File: src/rtl/tt_pkg.sv
// rtl/tt_pkg.sv - shared types and default masks for the truth-table response checker
package tt_pkg;
    typedef enum logic [1:0] {
        IDLE    = 2'd0,
        CAPTURE = 2'd1,
        DONE    = 2'd2
    } tt_state_t;

    localparam logic [7:0] TT_F_MASK  = 8'h37;
    localparam logic [7:0] TT_F1_MASK = 8'hC8;
    localparam int         TT_CNT_W   = 8;
endpackage

File: src/rtl/tt_lane.sv
// rtl/tt_lane.sv - one function lane: observed truth table, first-capture/conflict compare, error slice
module tt_lane
    import tt_pkg::*;
#(
    parameter int                    N_IN = 3,
    parameter logic [(1<<N_IN)-1:0]  EXP  = '0
) (
    input  logic                  clk,
    input  logic                  rst_n,
    input  logic                  clear,
    input  logic                  accept,
    input  logic                  first,
    input  logic [N_IN-1:0]       idx,
    input  logic                  val,
    input  logic [(1<<N_IN)-1:0]  seen_mask,
    output logic [(1<<N_IN)-1:0]  obs,
    output logic [(1<<N_IN)-1:0]  err,
    output logic                  mismatch
);
    always_ff @(posedge clk or negedge rst_n) begin
        if (!rst_n) begin
            obs <= '0;
        end else if (clear) begin
            obs <= '0;
        end else if (accept && first) begin
            obs[idx] <= val;
        end
    end

    // A repeat keeps the first captured value; only the disagreement is reported.
    assign mismatch = accept && !first && (obs[idx] != val);
    assign err      = (obs ^ EXP) & seen_mask;
endmodule

File: config.mk
export PLATFORM = sky130hd
export DESIGN_NAME = tt_lane
export DESIGN_NICKNAME = d
export VERILOG_FILES = /design/src/rtl/tt_pkg.sv /design/src/rtl/tt_lane.sv
export SDC_FILE = /design/constraint.sdc
export NUM_CORES = 1
export LEC_CHECK = 0
export ABC_AREA = 0
export CAP_MARGIN = 30
export CELL_PAD_IN_SITES_DETAIL_PLACEMENT = 0
export CELL_PAD_IN_SITES_GLOBAL_PLACEMENT = 1
export CORE_UTILIZATION = 26
export CTS_CLUSTER_DIAMETER = 40
export DETAILED_ROUTE_END_ITERATION = 12
export PLACE_DENSITY = 0.91
export SYNTH_ARGS = -nofsm -noshare
export SYNTH_HDL_FRONTEND = slang
export SYNTH_SLANG_ARGS = --single-unit
File: constraint.sdc
create_clock -name clk -period 2.7 [get_ports clk]
set_input_delay 0.405 -clock clk [delete_from_list [all_inputs] [get_ports clk]]
set_output_delay 0.405 -clock clk [all_outputs]
set_load 0.03 [all_outputs]
After elaboration in Yosys (flattened, before gate mapping):

Cells that the tools add are included.

* magnitude comparators: 2
* equality and inequality tests: 1
* mux-type cells: 7
* bitwise operators: 1
* reduce and logical (&&, ||, !) cells: 6

Operator list (count)
* $mux 8: 2
* $and 8x8->8: 1
* $bwmux 8: 1
* $logic_and 1x1->1: 4
* $lt 3x4->1 const B: 1
* $bmux 1 s3: 1
* $demux 1 s3: 1
* $ge 3x1->1 const B: 1
* $mux 1: 2
* $reduce_bool 2->1: 1
* $logic_not 1->1: 1
* $ne 1x1->1: 1

* bits in registers: 8
* input port bits: 17
* word-level logic and storage cells: 18

Depth between registers and ports, before layout:

* depth after elaboration: 7
* mapped depth: 5
* mapped depth without buffers: 4

Worst setup path before layout:

OpenSTA, ideal clock, no wires.

* path kind: register to output
* start: reg obs[5]
* end: out mismatch
* arrival: 1.697 ns
* required time: 2.295 ns
* slack: 0.598 ns
* cell stages (with the launch flop): 5
* buffers on the path: 0
* path through: dfrtp_1 > mux2i_1 > a211oi_2 > o31a_1 > nor4b_2

* longest elaborated chain between the ends: 4

Ends and longest elaborated chain
* start, declared: RTL line tt_lane.sv:16 `output logic [(1<<N_IN)-1:0] obs,`
* start signal, assigned by index: RTL line tt_lane.sv:26 `obs[idx] <= val;`
* $bmux 1 s3: RTL line tt_lane.sv:31 `assign mismatch = accept && !first && (obs[idx] != val);`
* $mux 1 (implied by the code): RTL line tt_lane.sv:31
* $ne 1x1->1: RTL line tt_lane.sv:31
* $logic_and 1x1->1: RTL line tt_lane.sv:31
* end, declared: RTL line tt_lane.sv:18 `output logic mismatch`

Every way passes these cells. The select of a mux whose other input is x is not followed.

Worst setup path in the final report:

* start: in idx[0]
* end: out mismatch

* longest elaborated chain between the ends: 4

Ends and longest elaborated chain
* start, declared: RTL line tt_lane.sv:13 `input logic [N_IN-1:0] idx,`
* $bmux 1 s3: RTL line tt_lane.sv:31
* $mux 1 (implied by the code): RTL line tt_lane.sv:31
* $ne 1x1->1: RTL line tt_lane.sv:31
* $logic_and 1x1->1: RTL line tt_lane.sv:31

Every way passes these cells. The select of a mux whose other input is x is not followed.

==> reports/qor.txt <==
DRC viols -> 0
Mean area per synthesized cell -> 8.436 um^2
Yosys warnings -> 0
Via Count -> 607
Final worst slack -> 0.1746 ns
CP Class -> in -> out
Most flop-heavy register -> obs
Status -> finished clean
FF+latch count, synth -> 8
Die Wd -> 48.28 um
I/O Pins -> 34
Initial antenna violation count -> 0
Switching Fraction -> 25.81%
Reg-to-reg startpoint -> obs[6]
Top Registers -> obs (8)
CTS Sinks -> 8
Clk root buf -> clkbuf_4
First-pass GRT wire length -> 2.180 mm
Clk slew on worst S/H paths -> 0.05 ns
Overall Power -> 276.0 uW
Critical path's largest stage delay -> 0.61 ns
Placer Congestion -> 0.6990
Vias in the first global route -> 504
R2R Setup Slk -> 1.97 ns
Max reg flops -> 8
Worst Path Buf+Inv -> 2
Drt first-iter violations -> 8
Total Routing Usage GR -> 14.31%
CP endpoint kind -> primary output
Crit path DAT -> 2.12 ns
Diode count -> 0
Unrepaired setup endpoints after global routing -> false
Net count after synthesis -> 83
CTS resizes -> 0
Max clock buf depth -> 2
Top cell family by delay on the critical path -> buffers and inverters
Fin. max-slew vios -> 0
Worst vdd ir -> 0.1193 mV
Fin area -> 907.1 um^2
Slew Limit Headroom -> 74.79%
GRT overflow -> 0
CP Max Fanout -> 7
Clk Latency, worst-skew pair -> 0.26 ns
Crit path launch type -> primary input
Largest net degree at the start of global routing -> 11
Fmax -> 396.0 MHz
Dpl ws -> 0.1806 ns
CTS Buf Count -> 3
Crit path required time -> 2.30 ns
Gate power share -> 22.5%
Core box area -> 1982 um^2
Placed cell area -> 884.6 um^2
Synth cell types -> 20
Post-synthesis sequential area ratio -> 35.96%
Initial Util -> 28.09%
Max-cap viol count -> 0
Post-CTS Setup Bufs -> 0
Final Routed Wirelength -> 1.522 mm
Lkg Pwr -> 0.3420 nW
Final setup viols -> 0
TritonCTS clock tree -> yes
Critical Path, Cell by Cell -> clkdlybuf4s50_1 > mux2i_1 > a211oi_2 > o31a_1 > nor4b_2 > buf_4
Final nets -> 117
Detailed Routing Iterations Pass 1 -> 4
Hold buffer count at cts -> 0
Sequential power share -> 44.5%
Slowest cell on the critical path -> clkdlybuf4s50_1
Setup TNS after final layout -> 0 ns
Die Span Y -> 48.28 um
Fin crit share -> 93.53%
Final HPWL DP -> 1.171 mm
Cell count after synthesis -> 66
Synthesized cell area -> 556.8 um^2
Cell count of the worst reg-to-reg path -> 2
Final hold viol count -> 0
FP Rows -> 16
Die ar. -> 2330 um^2
Placed Cells -> 122
FF-to-FF End -> obs[6]
Fin util -> 45.77%
Clock Skew -> 0 ns
Area Growth Syn to Fin -> 62.92%
Internal Power -> 204.8 uW
Sw Pwr -> 71.23 uW
Tightest Pin Transition -> 0.3770 ns
Min Hold Slack -> 0.4282 ns
Wire length per cell -> 12.18 um
Min cycle time layout -> 2.525 ns
Final non-filler cell total -> 125
Number of routed nets with antenna violations -> 0
Via/cell ratio -> 4.856
H-tree depth -> 1
Hold Crit Class -> in -> async
IO Port Bufs -> 33
Pwr dens -> 304.3 nW/um^2
Clock share of power -> 33.0%
Layout cell share with drive strength beyond 1 -> 7.143%
cell usage in the layout, fill, tap and decap left out:
| cell | Yosys | routed |
|---|---|---|
| mux2i_1 | 5 | 5 |
| o21ai_0 | 6 | 6 |
| clkbuf_4 | 0 | 3 |
| nor2_1 | 8 | 8 |
| and2_1 | 8 | 8 |
| nand3b_1 | 1 | 1 |
| o31a_1 | 1 | 1 |
| a211oi_2 | 1 | 1 |
| nor4_1 | 1 | 1 |
| buf_4 | 1 | 1 |
| dfrtp_1 | 8 | 8 |
| nor4b_2 | 1 | 1 |
| and4b_2 | 1 | 1 |
| nand2b_1 | 2 | 2 |
| a21oi_1 | 7 | 7 |
| nand3_1 | 1 | 1 |
| o32ai_1 | 1 | 1 |
| nor3_1 | 2 | 2 |
| nand2_1 | 8 | 8 |
| clkdlybuf4s50_1 | 0 | 32 |
logic make-up after synthesis:
kind of cell	after synthesis	synth area share (%)
simple gates	33	31.91
flops	8	35.95
compound gates	16	17.08
mux	5	8.989
buf+inv	4	6.067
how the worst max path moves through the flow:
| stage | startpoint | to | slack, ns | depth (start not counted) |
|---|---|---|---|---|
| final | idx[0] | mismatch | 0.17 | 6 |
| after global placement | idx[0] | mismatch | 0.17 | 6 |
| after CTS | idx[0] | mismatch | 0.18 | 6 |
| after detailed placement | idx[2] | mismatch | 0.18 | 6 |
| after floorplan | obs[5] | mismatch | 0.60 | 4 |
| after global routing | idx[0] | mismatch | 0.07 | 6 |
cells in the mapped netlist, drive strengths merged:
cell | instances | area, um^2
a211oi | 1 | 12.51
a21oi | 7 | 35.03
and2 | 8 | 50.05
and4b | 1 | 11.26
buf | 4 | 33.78
dfrtp | 8 | 200.2
mux2i | 5 | 50.05
nand2 | 8 | 30.03
nand2b | 2 | 12.51
nand3 | 1 | 5.000
nand3b | 1 | 7.510
nor2 | 8 | 30.03
nor3 | 2 | 10.01
nor4 | 1 | 6.260
nor4b | 1 | 15.01
o21ai | 6 | 30.03
o31a | 1 | 8.760
o32ai | 1 | 8.760
area by class of cell:
| cell class | instances | area (um^2) |
|---|---|---|
| Fill cell | 186 | 1075 |
| Sequential cell | 8 | 200.2 |
| Tap cell | 27 | 33.78 |
| Multi-Input combinational cell | 54 | 322.8 |
| Timing Repair Buffer | 33 | 327.8 |
| Clock buffer | 3 | 22.52 |
metal layers:
| metal | vias to the layer above | part of all wire [%] | global-route usage, % |
|---|---|---|---|
| met3 | 5 | 8.0 | 2.593 |
| met4 | 0 | 3.0 | 11.67 |
| met5 | - | 0 | 0 |
| li1 | 295 | - | - |
| met1 | 277 | 42 | 16.29 |
| met2 | 30 | 47 | 23.20 |
power by group through the flow:
| stage | registers (mW) | clock network (mW) | logic [mW] |
|---|---|---|---|
| 6_report | 0.123 | 0.0909 | 0.0621 |
| 5_1_grt | 0.123 | 0.102 | 0.0671 |
| 3_5_place_dp | 0.125 | 0 | 0.0622 |
| 4_1_cts | 0.123 | 0.0943 | 0.0625 |
| 3_3_place_gp | 0.125 | 0 | 0.0612 |
| 2_1_floorplan | 0.128 | 0 | 0.0269 |
No activity file was read; power rests on OpenSTA's default activity.
